`src/rtl/alu_pipe.sv`:
```
// Pipelined ALU: registered result/flags behind valid/ready handshakes, with a
// radix-2 shift-add multiplier that holds the input side for W cycles.
module alu_pipe #(
  parameter int W  = 8,
  parameter int CW = $clog2(W) + 1
) (
  input  logic         clk,
  input  logic         rst_n,
  input  logic         in_valid,
  output logic         in_ready,
  input  logic [3:0]   alu_cmd,
  input  logic [W-1:0] inA,
  input  logic [W-1:0] inB,
  input  logic         sc_i,
  output logic         out_valid,
  input  logic         out_ready,
  output logic [W-1:0] rslt,
  output logic [W-1:0] rslt_hi,
  output logic         sc_o,
  output logic         zero,
  output logic         pari,
  output logic         neg,
  output logic         ovf,
  output logic         illegal
);

  localparam logic [3:0] OP_ADD = 4'd0;
  localparam logic [3:0] OP_SHL = 4'd1;
  localparam logic [3:0] OP_SHR = 4'd2;
  localparam logic [3:0] OP_XOR = 4'd3;
  localparam logic [3:0] OP_AND = 4'd4;
  localparam logic [3:0] OP_ROL = 4'd5;
  localparam logic [3:0] OP_SUB = 4'd6;
  localparam logic [3:0] OP_PAS = 4'd7;
  localparam logic [3:0] OP_OR  = 4'd8;
  localparam logic [3:0] OP_ROR = 4'd9;
  localparam logic [3:0] OP_MUL = 4'd10;
  localparam logic [3:0] OP_CMP = 4'd11;

  typedef enum logic [0:0] {
    IDLE = 1'b0,
    MUL  = 1'b1
  } state_e;

  function automatic logic parity_f(input logic [2*W-1:0] v);
    return ^v;
  endfunction

  state_e         state_q, state_d;
  logic [CW-1:0]  cnt_q, cnt_d;
  logic [W-1:0]   ma_q, ma_d, mhi_q, mhi_d, mlo_q, mlo_d;
  logic [W-1:0]   rslt_q, rslt_d, rslt_hi_q, rslt_hi_d;
  logic           sc_q, sc_d, zero_q, zero_d, pari_q, pari_d;
  logic           neg_q, neg_d, ovf_q, ovf_d, ill_q, ill_d, vld_q, vld_d;

  logic           in_ready_s, accept_s;
  logic [W:0]     add_s, sub_s, step_s;
  logic [2*W-1:0] prod_s;
  logic [W-1:0]   alu_r_s, alu_flag_s;
  logic           alu_c_s, alu_o_s, alu_ill_s;

  assign in_ready_s = (state_q == IDLE) && (!vld_q || out_ready);
  assign accept_s   = in_valid && in_ready_s;

  // Single-cycle datapath evaluated straight from the offered operands
  always_comb begin
    add_s      = {1'b0, inA} + {1'b0, inB} + {{W{1'b0}}, sc_i};
    sub_s      = {1'b0, inA} + {1'b0, ~inB} + {{W{1'b0}}, sc_i};
    alu_r_s    = {W{1'b0}};
    alu_c_s    = 1'b0;
    alu_o_s    = 1'b0;
    alu_ill_s  = 1'b0;
    case (alu_cmd)
      OP_ADD: begin
        alu_r_s = add_s[W-1:0];
        alu_c_s = add_s[W];
        alu_o_s = (inA[W-1] == inB[W-1]) && (add_s[W-1] != inA[W-1]);
      end
      OP_SHL: begin
        alu_r_s = {inA[W-2:0], sc_i};
        alu_c_s = inA[W-1];
      end
      OP_SHR: begin
        alu_r_s = {sc_i, inA[W-1:1]};
        alu_c_s = inA[0];
      end
      OP_XOR: alu_r_s = inA ^ inB;
      OP_AND: alu_r_s = inA & inB;
      OP_ROL: alu_r_s = {inA[W-2:0], inA[W-1]};
      OP_SUB: begin
        alu_r_s = sub_s[W-1:0];
        alu_c_s = sub_s[W];
        alu_o_s = (inA[W-1] == ~inB[W-1]) && (sub_s[W-1] != inA[W-1]);
      end
      OP_PAS: alu_r_s = inA;
      OP_OR:  alu_r_s = inA | inB;
      OP_ROR: alu_r_s = {inA[0], inA[W-1:1]};
      OP_MUL: alu_r_s = {W{1'b0}};
      OP_CMP: begin
        alu_c_s = sub_s[W];
        alu_o_s = (inA[W-1] == ~inB[W-1]) && (sub_s[W-1] != inA[W-1]);
      end
      default: alu_ill_s = 1'b1;
    endcase
    // CMP discards the difference but its flags still describe it
    alu_flag_s = (alu_cmd == OP_CMP) ? sub_s[W-1:0] : alu_r_s;
  end

  // Handshake, multiply FSM and result-register next state
  always_comb begin
    state_d   = state_q;
    cnt_d     = cnt_q;
    ma_d      = ma_q;
    mhi_d     = mhi_q;
    mlo_d     = mlo_q;
    rslt_d    = rslt_q;
    rslt_hi_d = rslt_hi_q;
    sc_d      = sc_q;
    zero_d    = zero_q;
    pari_d    = pari_q;
    neg_d     = neg_q;
    ovf_d     = ovf_q;
    ill_d     = ill_q;
    step_s    = {1'b0, mhi_q} + (mlo_q[0] ? {1'b0, ma_q} : {(W+1){1'b0}});
    prod_s    = {step_s, mlo_q[W-1:1]};
    if (vld_q && out_ready) begin
      vld_d = 1'b0;
    end else begin
      vld_d = vld_q;
    end
    case (state_q)
      IDLE: begin
        if (accept_s && (alu_cmd == OP_MUL)) begin
          state_d = MUL;
          cnt_d   = CW'(W - 1);
          ma_d    = inA;
          mhi_d   = {W{1'b0}};
          mlo_d   = inB;
        end else if (accept_s) begin
          rslt_d    = alu_r_s;
          rslt_hi_d = {W{1'b0}};
          sc_d      = alu_c_s;
          zero_d    = (alu_flag_s == {W{1'b0}});
          pari_d    = parity_f({{W{1'b0}}, alu_flag_s});
          neg_d     = alu_flag_s[W-1];
          ovf_d     = alu_o_s;
          ill_d     = alu_ill_s;
          vld_d     = 1'b1;
        end else begin
          state_d = IDLE;
        end
      end
      MUL: begin
        // Add multiplicand into the high half when the current multiplier bit is set, then shift right
        mhi_d = step_s[W:1];
        mlo_d = {step_s[0], mlo_q[W-1:1]};
        if (cnt_q == {CW{1'b0}}) begin
          state_d   = IDLE;
          rslt_d    = prod_s[W-1:0];
          rslt_hi_d = prod_s[2*W-1:W];
          sc_d      = 1'b0;
          zero_d    = (prod_s == {(2*W){1'b0}});
          pari_d    = parity_f(prod_s);
          neg_d     = prod_s[2*W-1];
          ovf_d     = 1'b0;
          ill_d     = 1'b0;
          vld_d     = 1'b1;
        end else begin
          cnt_d = cnt_q - {{(CW-1){1'b0}}, 1'b1};
        end
      end
      default: state_d = IDLE;
    endcase
  end

  // Multiply controller and working registers
  always_ff @(posedge clk or negedge rst_n) begin
    if (!rst_n) begin
      state_q <= IDLE;
      cnt_q   <= {CW{1'b0}};
      ma_q    <= {W{1'b0}};
      mhi_q   <= {W{1'b0}};
      mlo_q   <= {W{1'b0}};
    end else begin
      state_q <= state_d;
      cnt_q   <= cnt_d;
      ma_q    <= ma_d;
      mhi_q   <= mhi_d;
      mlo_q   <= mlo_d;
    end
  end

  // Result and flag registers
  always_ff @(posedge clk or negedge rst_n) begin
    if (!rst_n) begin
      rslt_q    <= {W{1'b0}};
      rslt_hi_q <= {W{1'b0}};
      sc_q      <= 1'b0;
      zero_q    <= 1'b0;
      pari_q    <= 1'b0;
      neg_q     <= 1'b0;
      ovf_q     <= 1'b0;
      ill_q     <= 1'b0;
      vld_q     <= 1'b0;
    end else begin
      rslt_q    <= rslt_d;
      rslt_hi_q <= rslt_hi_d;
      sc_q      <= sc_d;
      zero_q    <= zero_d;
      pari_q    <= pari_d;
      neg_q     <= neg_d;
      ovf_q     <= ovf_d;
      ill_q     <= ill_d;
      vld_q     <= vld_d;
    end
  end

  assign in_ready  = in_ready_s;
  assign out_valid = vld_q;
  assign rslt      = rslt_q;
  assign rslt_hi   = rslt_hi_q;
  assign sc_o      = sc_q;
  assign zero      = zero_q;
  assign pari      = pari_q;
  assign neg       = neg_q;
  assign ovf       = ovf_q;
  assign illegal   = ill_q;

endmodule

```
`config.mk`:
```
export PLATFORM = sky130hd
export DESIGN_NAME = alu_pipe
export DESIGN_NICKNAME = d
export VERILOG_FILES = /design/src/rtl/alu_pipe.sv
export SDC_FILE = /design/constraint.sdc
export NUM_CORES = 1
export LEC_CHECK = 0
export CAP_MARGIN = 0
export CELL_PAD_IN_SITES_DETAIL_PLACEMENT = 0
export CELL_PAD_IN_SITES_GLOBAL_PLACEMENT = 2
export CORE_MARGIN = 2
export CORE_UTILIZATION = 31
export CTS_CLUSTER_DIAMETER = 40
export CTS_CLUSTER_SIZE = 40
export DETAILED_ROUTE_END_ITERATION = 8
export PLACE_DENSITY_LB_ADDON = 0.2
export SLEW_MARGIN = 20
export SYNTH_ARGS = -nofsm -noshare
export SYNTH_HDL_FRONTEND = slang
export SYNTH_SLANG_ARGS = --single-unit
```
`constraint.sdc`:
```
create_clock -name clk -period 3.2 [get_ports clk]
set_input_delay 0.64 -clock clk [delete_from_list [all_inputs] [get_ports clk]]
set_output_delay 0.64 -clock clk [all_outputs]
set_load 0.005 [all_outputs]
```
==> flow_summary.toml <==
[grt]
grt_remaining_overflow = 0
use_met3_pct = 1.648
grt_pass1_wl_mm = 24.75
gr-usage-all-layers_pct = 21.21
grtUsageMet2_pct = 37.02
antenna_found_initial = 0
grt_pass1_vias = 4547
grt_max_degree = 29
busiest_layer = "met2"
use_met1_pct = 28.24

[detailed_routing]
drt-initial-drc-count = 257
wire_per_inst_um = 17.75
routed_wl_mm = 15.65
num_vias = 4545
drc_errors = 0
viasPerCell = 5.153
first_pass_iters = 4
ant_nets = 0

[logic_synthesis]
async_flop_share_pct = 100.0
ys_seq_area_share_pct = 29.07
ys_ff_latch = 52
synthMuxAreaShare_pct = 1.370
avgSynthCellArea_sq_um = 8.334
synth_top_family_by_area = "compound AO/OA/AOI/OAI gates"
synth_ff_type = "dfrtp_1"
synth_area_leader_cell = "dfrtp_1"
synth_compound_area_share_pct = 24.46
synth_edf_count = 0
synth-xor-area-share_pct = 4.697
synth.top_cell.area_share_pct = 29.07
syn-instance-count = 537
synth_area_sq_mm = 0.004476
synthesis.nets = 611
synth_fa_ha_area_share_pct = 14.54
yosys_warnings = 0
yosys-top-cells-area = "dfrtp_1 (29%), ha_1 (12%), nand2_1 (4.9%)"
synthSimpleGateAreaFrac_pct = 19.49
synth_cell_types = 70

[power]
p_switching_mw = 1.387
ir_worst_vdd_mv = 0.2749
sw_frac_of_total_pct = 39.62
power_frac_seq_pct = 29.6
internal_power_mw = 2.114
comb_power_share_pct = 54.5
p_per_area_mw_per_mm2 = 551.5
p_leak_nw = 2.909
power_frac_clock_pct = 15.8

[sta]
setup_ws_ps = -154.6
finClkSkew_ps = 5.550
fin_crit_sh_pct = 104.8
fin_crit_ps = 3355
hold_ws_ps = 356.9
drv_slew = 0
hold_viol_final = 0
fmax_ghz = 0.2981
grt_setup_unrepaired = "true"
maxSlewHeadroom_pct = 29.59
setup_viol = 1
tightestPinTransition_ps = 1052

[placed_design]
gp_congestion = 0.8598
io_buffer_count = 48
place_area_sq_mm = 0.006070
hpwl_mm = 13.02
dp.cells = 871

[status]
failed_checks = "setup timing"
outcome = "complete, but fails checks"

[critical_path]
worst-r2r-setup-slack_ps = 110
timing.rr.start = "ma_q[0]$_DFFE_PN0P_"
r2r-end = "pari$_DFFE_PN0P_"
criticalPathCategory = "in2reg"
rr_worst_depth = 13
critPathArrivalTime_ps = 3540
critPathLaunchType = "primary input"
crit_path_max_fanout = 5
required_ps = 3380
end_kind = "flop"

[floorplan]
die-width_um = 124.2
rows = 43
die-area_sq_mm = 0.01541
ios = 49
die_h_um = 124.2
fp.coreArea_sq_mm = 0.01399
initial_utilization_pct = 31.99

[clock_tree]
clk_latency_ps = 290
htree_levels = 2
clockBufferDepth = 2
cts_tree = "built"
cts-root-buf = "clkbuf_16"
cts_sinks = 52
cts_buffers = 5
clk_pin_slew_ps = 70

[cells_and_area]
final_nets = 775
nFillCells = 1437
final_common_cell = "buf_4"
design_area_sq_mm = 0.006349
final_cell_mix = "buf_4 (132), nand2_1 (59), dfrtp_1 (52)"
syn_to_final_growth_pct = 41.85
stdcell_count = 882
antenna_cells = 0
drive_above_1_share_pct = 25.93

[flow_run]
max_cap_viol_count = 0

[worst_hold_path]
hold_class = "in2async"
## cell families (layout without fill, tap and decap cells)
kind of cell,Yosys count,count (layout)
xor+xnor,24,24
compound gates,161,161
flops,52,52
fa+ha+maj,49,49
simple gates,178,178
mux,6,6
buf+inv,67,232
## sequential cells by signal (all words and copies together) (netlist names)
name	count
ma_q	8
mlo_q	8
ovf	1
state_q	1
cnt_q	4
zero	1
out_valid	1
neg	1
rslt	8
illegal	1
mhi_q	8
sc_o	1
pari	1
rslt_hi	8
## how the worst max path moves through the flow
stage | slack (ps) | cells after the start | startpoint | endpoint
after floorplan | -220 | 15 | inA[0] | pari$_DFFE_PN0P_
after global placement | -940 | 15 | inA[1] | pari$_DFFE_PN0P_
after detailed placement | -990 | 16 | sc_i | pari$_DFFE_PN0P_
after CTS | -220 | 16 | inB[0] | pari$_DFFE_PN0P_
after global routing | -310 | 16 | inA[0] | pari$_DFFE_PN0P_
final | -150 | 15 | inA[5] | pari$_DFFE_PN0P_
## power groups by stage
stage / Sequential, mW / Combinational, mW / Clock (mW)
global route: 1.07 / 2.14 / 0.603
CTS: 1.04 / 1.93 / 0.574
finish: 1.04 / 1.91 / 0.555
detailed placement: 1.05 / 1.90 / 0
global placement: 1.04 / 1.90 / 0
floorplan: 1.01 / 1.13 / 0
## metal layers
metal  wire length, um  vias to the layer above
met3               428                       14
met4               301                        0
met1              7280                     2187
met5                 0                        -
met2              7643                       98
li1                  -                     2246
## worst max-delay path, cell delays in order
cell and delay [ps]:
clkdlybuf4s50_1 480, inv_1 80, ha_1 380, buf_4 170
a21oi_1 110, or3_1 110, o21ai_1 80, or4_4 550
a21oi_2 120, ha_1 250, xnor2_1 190, xnor2_1 150
nor2_1 60, a21oi_1 110, o21ai_1 70
## metrics by stage
stage / setup WS [ps] / utilization (%) / total power, mW / TNS, ps
global route: -309.0 / 45.38 / 3.813 / -387.4
global placement: -942.4 / 43.39 / 2.946 / -3121
CTS: -222.6 / 45.25 / 3.544 / -222.6
detailed placement: -986.4 / 43.39 / 2.956 / -3175
floorplan: -218.8 / - / 2.136 / -218.8
finish: -154.6 / 45.38 / 3.501 / -154.6
## synthesized netlist by cell type, drive strengths merged (3+ instances only)
cell type and n:
a211oi 4, a21boi 4, a21o 3, a21oi 30, a221oi 3, a22o 4, a22oi 7, a2bb2oi 3
a31oi 5, a32o 3, and2 12, buf 18, clkbuf 8, dfrtp 52, fa 5, ha 44
inv 41, mux2i 5, nand2 60, nand2b 10, nand3 10, nor2 43, nor2b 15, nor3 8
nor4 5, o211ai 6, o21ai 44, o221ai 10, o22ai 6, o31ai 6, o32ai 3, or3 3
xnor2 18, xor2 6
## timing repair
action | 4_1_cts | 5_1_grt
resized for setup | 46 | 4
setup endpoints to repair | 2 | 2
hold endpoints to repair | 0 | 0
pin swaps | 12 | 12
setup buffers | 3 | 0
hold buffers | 0 | 0
## final cells by class
class / instances / area [sq um] / area share [%]
multi-input combinational: 418 / 2990 / 47.10
timing repair buffer: 183 / 1520 / 23.95
sequential: 52 / 1301 / 20.50
tap: 180 / 225.2 / 3.547
inverter: 41 / 158.9 / 2.503
clock buffer: 5 / 125.1 / 1.971
clock inverter: 3 / 27.53 / 0.4336
Note: power is estimated with default switching activity, not from simulation.
